===== src/rtl/uart_pkg.sv =====
// Shared types and helpers for the UART transmit path.
package uart_pkg;

    typedef enum logic [2:0] {
        IDLE,
        START,
        DATA,
        PARITY,
        STOP
    } uart_tx_state_t;

    function automatic int clks_per_bit(input int clock_freq, input int baud_rate);
        return clock_freq / baud_rate;
    endfunction

endpackage


===== src/rtl/uart_parity.sv =====
// Parity bit generator over the transmitted data bits; pure combinational.
module uart_parity #(
    parameter int    DataWidth  = 8,
    parameter string ParityType = "even"
) (
    input  logic [DataWidth-1:0] data,
    output logic                 parity
);

    if (ParityType == "even") begin : g_even
        assign parity = ^data;
    end else if (ParityType == "odd") begin : g_odd
        assign parity = ~^data;
    end else if (ParityType == "mark") begin : g_mark
        assign parity = 1'b1;
    end else if (ParityType == "space") begin : g_space
        assign parity = 1'b0;
    end else begin : g_bad_type
        $error("uart_parity: unsupported ParityType %s", ParityType);
        assign parity = 1'b0;
    end

endmodule


===== src/rtl/uart_tx_framer.sv =====
// UART transmit framer: start bit, LSB-first data, optional parity, stop bit(s).
module uart_tx_framer
    import uart_pkg::*;
#(
    parameter int    ClockFreq  = 50_000_000,
    parameter int    BaudRate   = 115_200,
    parameter int    DataWidth  = 8,
    parameter string ParityType = "none",
    parameter int    StopBits   = 1
) (
    input  logic                 clk_i,
    input  logic                 reset_i,
    input  logic [DataWidth-1:0] data_i,
    input  logic                 valid_i,
    output logic                 ready_o,
    output logic                 tx_o,
    output logic                 busy_o
);

    localparam int  ClksPerBit = clks_per_bit(ClockFreq, BaudRate);
    localparam bit  ParityEn   = (ParityType != "none");
    localparam int  CntW       = $clog2(ClksPerBit);
    localparam int  BitW       = $clog2(DataWidth + 1);

    if (StopBits != 1 && StopBits != 2) begin : g_bad_stop
        $error("uart_tx_framer: StopBits must be 1 or 2, got %0d", StopBits);
    end
    if (DataWidth < 5 || DataWidth > 9) begin : g_bad_width
        $error("uart_tx_framer: DataWidth must be 5..9, got %0d", DataWidth);
    end
    if (ClksPerBit < 2) begin : g_bad_baud
        $error("uart_tx_framer: ClockFreq/BaudRate must be >= 2");
    end

    uart_tx_state_t       state, next_state;
    logic [CntW-1:0]      clk_cnt;
    logic [BitW-1:0]      bit_idx;
    logic [DataWidth-1:0] shreg, shreg_d;
    logic                 par_gen, par_q;
    logic                 tx_q, tx_d;
    logic                 ready_q, ready_d;
    logic                 accept, bit_done;

    assign accept   = valid_i && ready_q;
    assign bit_done = (clk_cnt == CntW'(ClksPerBit - 1));

    if (ParityEn) begin : g_parity
        uart_parity #(
            .DataWidth (DataWidth),
            .ParityType(ParityType)
        ) u_parity (
            .data  (shreg),
            .parity(par_gen)
        );
    end else begin : g_no_parity
        assign par_gen = 1'b0;
    end

    // State register and datapath; reset pulls the line idle without waiting for a clock.
    // NOTE: sequential state uses non-blocking assignments so every register samples pre-edge values.
    always_ff @(posedge clk_i or posedge reset_i) begin
        if (reset_i) begin
            state   <= IDLE;
            clk_cnt <= '0;
            bit_idx <= '0;
            shreg   <= '0;
            par_q   <= 1'b0;
            tx_q    <= 1'b1;
            ready_q <= 1'b1;
        end else begin
            state   <= next_state;
            shreg   <= shreg_d;
            tx_q    <= tx_d;
            ready_q <= ready_d;
            if (state == START) begin
                par_q <= par_gen;
            end
            if (state != next_state) begin
                clk_cnt <= '0;
                bit_idx <= '0;
            end else if (state != IDLE) begin
                if (bit_done) begin
                    clk_cnt <= '0;
                    bit_idx <= bit_idx + 1'b1;
                end else begin
                    clk_cnt <= clk_cnt + 1'b1;
                end
            end
        end
    end

    // NOTE: every combinational output gets a default first so no path infers a latch.
    always_comb begin
        next_state = state;
        case (state)
            IDLE:    if (accept) next_state = START;
            START:   if (bit_done) next_state = DATA;
            DATA:    if (bit_done && bit_idx == BitW'(DataWidth - 1))
                         next_state = ParityEn ? PARITY : STOP;
            PARITY:  if (bit_done) next_state = STOP;
            STOP:    if (bit_done && bit_idx == BitW'(StopBits - 1)) next_state = IDLE;
            default: next_state = IDLE;
        endcase
    end

    // Outputs are decoded from the upcoming state so tx_o and ready_o come straight off flops.
    always_comb begin
        shreg_d = shreg;
        if (accept) begin
            shreg_d = data_i;
        end else if (state == DATA && bit_done) begin
            shreg_d = shreg >> 1;
        end
        ready_d = (next_state == IDLE);
        case (next_state)
            START:   tx_d = 1'b0;
            DATA:    tx_d = shreg_d[0];
            PARITY:  tx_d = par_q;
            default: tx_d = 1'b1;
        endcase
    end

    assign tx_o    = tx_q;
    assign ready_o = ready_q;
    assign busy_o  = !ready_q;

endmodule


===== config.mk =====
export PLATFORM = sky130hd
export DESIGN_NAME = uart_tx_framer
export DESIGN_NICKNAME = d
export VERILOG_FILES = /design/src/rtl/uart_pkg.sv /design/src/rtl/uart_parity.sv /design/src/rtl/uart_tx_framer.sv
export SDC_FILE = /design/constraint.sdc
export NUM_CORES = 1
export LEC_CHECK = 0
export BUFFER_PORTS_ARGS = -buffer_cell sky130_fd_sc_hd__buf_2
export CAP_MARGIN = 25
export CORE_ASPECT_RATIO = 1.1
export CORE_UTILIZATION = 50
export CTS_CLUSTER_DIAMETER = 60
export DETAILED_ROUTE_END_ITERATION = 10
export GPL_TIMING_DRIVEN = 0
export PLACE_DENSITY = 0.69
export SLEW_MARGIN = 20
export SYNTH_ARGS = -nofsm -noshare
export SYNTH_HDL_FRONTEND = slang
export SYNTH_SLANG_ARGS = --single-unit

===== constraint.sdc =====
create_clock -name clk_i -period 3.2 [get_ports clk_i]
set_input_delay 0.32 -clock clk_i [delete_from_list [all_inputs] [get_ports clk_i]]
set_output_delay 0.32 -clock clk_i [all_outputs]
set_load 0.05 [all_outputs]

; Word level (Yosys, flattened, before mapping)
; Cells that the tools add are included.
[totals]
ff_bits = 26
in_bits = 11
out_inout_bits = 3
wordCells = 48
[classes]
add_sub_neg = 2
n_eq_ne = 10
mux = 15
reduce_logical = 14
[ops]
columns = op, n
row1 = 9-bit two-way mux, 3
row2 = 8-bit two-way mux, 2
row3 = 3-bit two-way mux, 5
row4 = 3-bit one-hot mux with 5 select lines, 1
row5 = "3-bit by 2-bit equality test with 1-bit output, second input constant", 4
row6 = 4-bit two-way mux, 3
row7 = "9-bit by 1-bit adder with 9-bit output, second input constant", 1
row8 = "9-bit equality test, second input constant", 1
row9 = "3-bit by 1-bit equality test with 1-bit output, second input constant", 2
row10 = 3-bit logical NOT, 2
row11 = 2-bit nonzero test, 3
row12 = "4-bit by 1-bit adder with 4-bit output, second input constant", 1
row13 = "4-bit by 3-bit equality test with 1-bit output, second input constant", 1
row14 = 1-bit logical AND, 4
row15 = 4-bit logical NOT, 1
row16 = "3-bit equality test, second input constant", 1
row17 = 3-bit inequality test, 1
row18 = 3-bit nonzero test, 1
row19 = 1-bit one-hot mux with 2 select lines, 1
row20 = 2-bit AND reduction, 1
row21 = 2-bit OR reduction, 1
row22 = 1-bit logical NOT, 1

; Longest topological paths before layout
[logic_depth]
ltp_word = 7
depth_mapped = 7
depth_no_buf = 6

; Worst setup path after synthesis
; Ideal clock, no wire load.
[synth_timing]
kind = register to register
startpoint = reg clk_cnt[2]
endpoint = reg tx_q (netlist: tx_o)
setup_time_ns = 0.077
arrival_time_ns = 2.037
t_required_ns = 3.123
setup_slack_ns = 1.085
path_stages_with_launch = 5
path_buffers = 0
synth_period_minus_slack_ns = 2.115
path_cell_list = dfrtp_1 -> or4b_4 -> nor4_4 -> mux2_4 -> a31oi_1
[synth_via]
elab_chain_cells = 7
word_cells_on_any_way = 16
classes_between = eq/ne: 4 / mux: 8 / reduce/logical: 4
[synth_lines]
columns = element, line_no
row1 = from (decl), uart_tx_framer.sv:36  ; logic [CntW-1:0] clk_cnt;
row2 = from (signal assigned), uart_tx_framer.sv:86  ; clk_cnt <= clk_cnt + 1'b1;
row3 = 9-bit equality test (*), uart_tx_framer.sv:45  ; assign bit_done = (clk_cnt == CntW'(ClksPerBit - 1));
row4 = "1-bit logical AND, on equally long branches", "uart_tx_framer.sv:101, uart_tx_framer.sv:98"
row5 = "3-bit two-way mux, on equally long branches", "uart_tx_framer.sv:101, uart_tx_framer.sv:98"
row6 = 3-bit one-hot mux with 5 select lines, uart_tx_framer.sv:95  ; case (state)
row7 = 3-bit by 2-bit equality test with 1-bit output or 3-bit by 1-bit equality test with 1-bit output (tied branches), uart_tx_framer.sv:115  ; case (next_state)
row8 = 2-bit OR reduction (no line), -
row9 = 1-bit one-hot mux with 2 select lines (*), uart_tx_framer.sv:115
row10 = via tx_d, uart_tx_framer.sv:40  ; logic tx_q, tx_d;
row11 = to (signal assigned), uart_tx_framer.sv:73  ; tx_q <= tx_d;
row12 = to (decl), uart_tx_framer.sv:40
; The timed path passes the listed nets; every way through them passes the cells marked *. The select of a mux whose other input is x is not followed.
; A chain may end at the register's enable or synchronous reset.

; Worst setup path after layout
; Ends and elaborated chain as after synthesis.

==> summary.txt <==
Clocking
  • CTS tree: done
  • Clock sink count: 26
  • H-Tree Depth: 1
  • Worst-Skew Late Latency: 330 ps
  • Post-CTS sizing: 0
  • Total setup buffers inserted after CTS: 0
  • CTS Buf Count: 3
  • Clk root buf: clkbuf_4
  • Clock Path Buffers: 2
  • Clock slew at reported path FFs: 140 ps

Die
  • Ports: 14
  • Row count: 20
  • Initial Util: 52.6%
  • Die area: around 0.0031 mm^2
  • Width of the die: 53.3 um
  • Core Area: 0.00275 mm^2
  • Die Ht: 58.4 um

Detailed routing
  • Vias: roughly 1.2k
  • Total Wirelength: ~2900 um
  • Iteration-0 DRC Markers: 14
  • 1st-pass router iterations: 4
  • Vias per cell: around 5.8
  • WL/cell: 14.1 um
  • ANT nets after route: 0
  • DRC: 0

Power and ir drop
  • Leak: 0.706 nW
  • Ratio of total power to cell area: 361 mW/mm^2
  • Final Total Pwr: 0.589 mW
  • VDD IR max: 0.266 mV

Global routing
  • Vias in the first global route: 1158
  • Total track usage: 21.2%
  • Total global routing overflow: 0
  • Largest net degree at the start of global routing: 27
  • Antenna violations before repair: 0
  • First-pass GRT wire length: 4870 um

Place
  • DP Worst Slack: 913 ps
  • Buffers on Ports: 13
  • Dpl hpwl: 2140 um
  • Final Wtd Congestion: 0.792

STA
  • Hold WS: roughly 200 ps
  • Tmin final: 2320 ps
  • Clk_skew: 1.25 ps
  • Hold violation count in the final report: 0
  • Final setup violating endpoints: 0
  • Unrepaired setup endpoints after global routing: false
  • Final worst slack: about 900 ps
  • Post-route setup TNS: 0 ps
  • Max Fclk: approximately 430 MHz
  • Worst relative slew slack: 55.2%
  • Final Max Tran Viols: 0
  • Actual slew at the worst max-slew pin: 667 ps
  • Fin crit share: 72.4%

Finish
  • Share of layout cells above drive strength 1: 17.1%
  • Area delta synth->final: 12.7%
  • Layout Nets: between 150 and 200
  • Commonest non-fill, non-tap cell in the layout: dfrtp_1
  • Antenna cells: 0
  • Most frequent cells in the layout: 24 x dfrtp_1, 16 x a21oi_1, 15 x nor2_1

Worst setup path
  • Worst setup path category: flop to flop
  • Nature of the critical path startpoint: flop
  • Setup crit end kind: flop
  • WP buf/inv: 0
  • CP arrival: 2580 ps
  • Critical Path Slowest Stage Cell: nor4_4
  • Worst Path Required: 3470 ps
  • Slowest stage delay, CP: 630 ps
  • CP max FO: 8
  • Critical Path, Cell by Cell: or4b_4 -> nor4_4 -> mux2_4 -> a31oi_1
  • Delay-heaviest family, CP: simple AND/OR/NAND/NOR gates

Yosys
  • Primary FF master, synth: dfrtp_1
  • Sequential fraction of the synthesis area: 45.1%
  • Mapped Area: between 0.001 and 0.0015 mm^2
  • Asr flop ratio synth: between 90% and 100%
  • Mean Syn Cell Area: 9.59 um^2
  • Post-synth EDFFs: 0
  • Syn Inst Count: 151
  • Ys Warns: 0
  • Post-Syn Nets: 166
  • Count of state elements after synthesis: 26
  • Synth cell types: 44

Outcome
  • Status: completed

Run
  • Max-Cap Viols: 0

Hold path
  • Class of the worst hold path: input pin to flop
layout make-up:
cell class,count,area (um^2)
clock buffer,3,22.5
multi-input combinational,111,742
clock inverter,1,30.0
timing repair buffer,15,90.1
fill,258,1120
tap,33,41.3
inverter,8,30.0
sequential,26,653
buffer,6,22.5
flip-flops by register name, summed over array words and instances (netlist names):
signal / cells
clk_cnt: 9
shreg: 8
bit_idx: 4
state: 3
ready_o: 1
tx_o: 1
repair_timing:
| item | 4_1_cts | 5_1_grt |
|---|---|---|
| hold endpoints to repair | 0 | 11 |
| hold buffers | 0 | 1 |
| endpoints found under the setup margin | 0 | 0 |
tightest hold or removal path, cell delays in order:
cell and delay, ps:
buf_2 80, nand2_1 50, nand2_1 50
cells in the mapped netlist (2+ instances only):
cell type,n,share of area (%)
dfrtp_1,24,41
a21oi_1,16,5.5
nor2_1,15,3.9
nand2_1,9,2.3
inv_1,8,2.1
o21ai_0,7,2.4
clkbuf_1,6,1.6
mux2i_1,6,4.1
xor2_1,6,3.6
a31oi_1,5,2.2
nand4_1,5,2.2
ha_1,4,3.5
nand3_1,4,1.4
and3_2,2,1.0
dfstp_2,2,3.6
o31ai_1,2,1.0
or3_1,2,0.86
or4_1,2,1.0
final timing paths:
kind	startpoint	to	slack (ps)	cells after the start
setup / recovery	clk_cnt[2]	tx_o	880	4
hold / removal	data_i[0]	shreg[0]	190	3
setup reg to reg	clk_cnt[2]	tx_o	880	4
hold reg to reg	shreg[7]	shreg[7]	540	2
max in group asynchronous	reset_i	ready_o	2240	4
min in group asynchronous	reset_i	clk_cnt[5]	470	3
through the flow:
step           cell area [um^2]  std cells  utilization, %
3_5_place_dp               1550        197            56.5
4_1_cts                    1610        201            58.4
5_1_grt                    1630        203            59.3
6_report                   1630        203            59.3
3_3_place_gp               1550        197            56.5
2_1_floorplan              1450        151               -
power breakdown:
group / internal (mW) / leakage, nW / switching [mW]
clock: 0.127 / 0.0279 / 0.103
sequential: 0.334 / 0.312 / 0.00254
combinational: 0.0110 / 0.366 / 0.0113
total: 0.472 / 0.706 / 0.117
cell families (layout without fill, tap and decap cells):
logic type      after synthesis  after routing  share of synthesized area (%)
simple gates                 55             55                           22.7
compound gates               39             39                           16.2
flops                        26             26                           45.1
buf+inv                      14             33                           3.63
mux                           7              7                           5.19
xor+xnor                      6              6                           3.63
fa+ha+maj                     4              4                           3.46
per-layer routing:
metal / vias up / routed length, um / GRT usage (%)
met1: 567 / 1290 / 25.7
met3: 7 / 88 / 2.33
met2: 25 / 1420 / 37.1
met4: 0 / 67 / 9.40
met5: - / 0 / 0
li1: 585 / - / -
(Power assumes the default switching activity.)
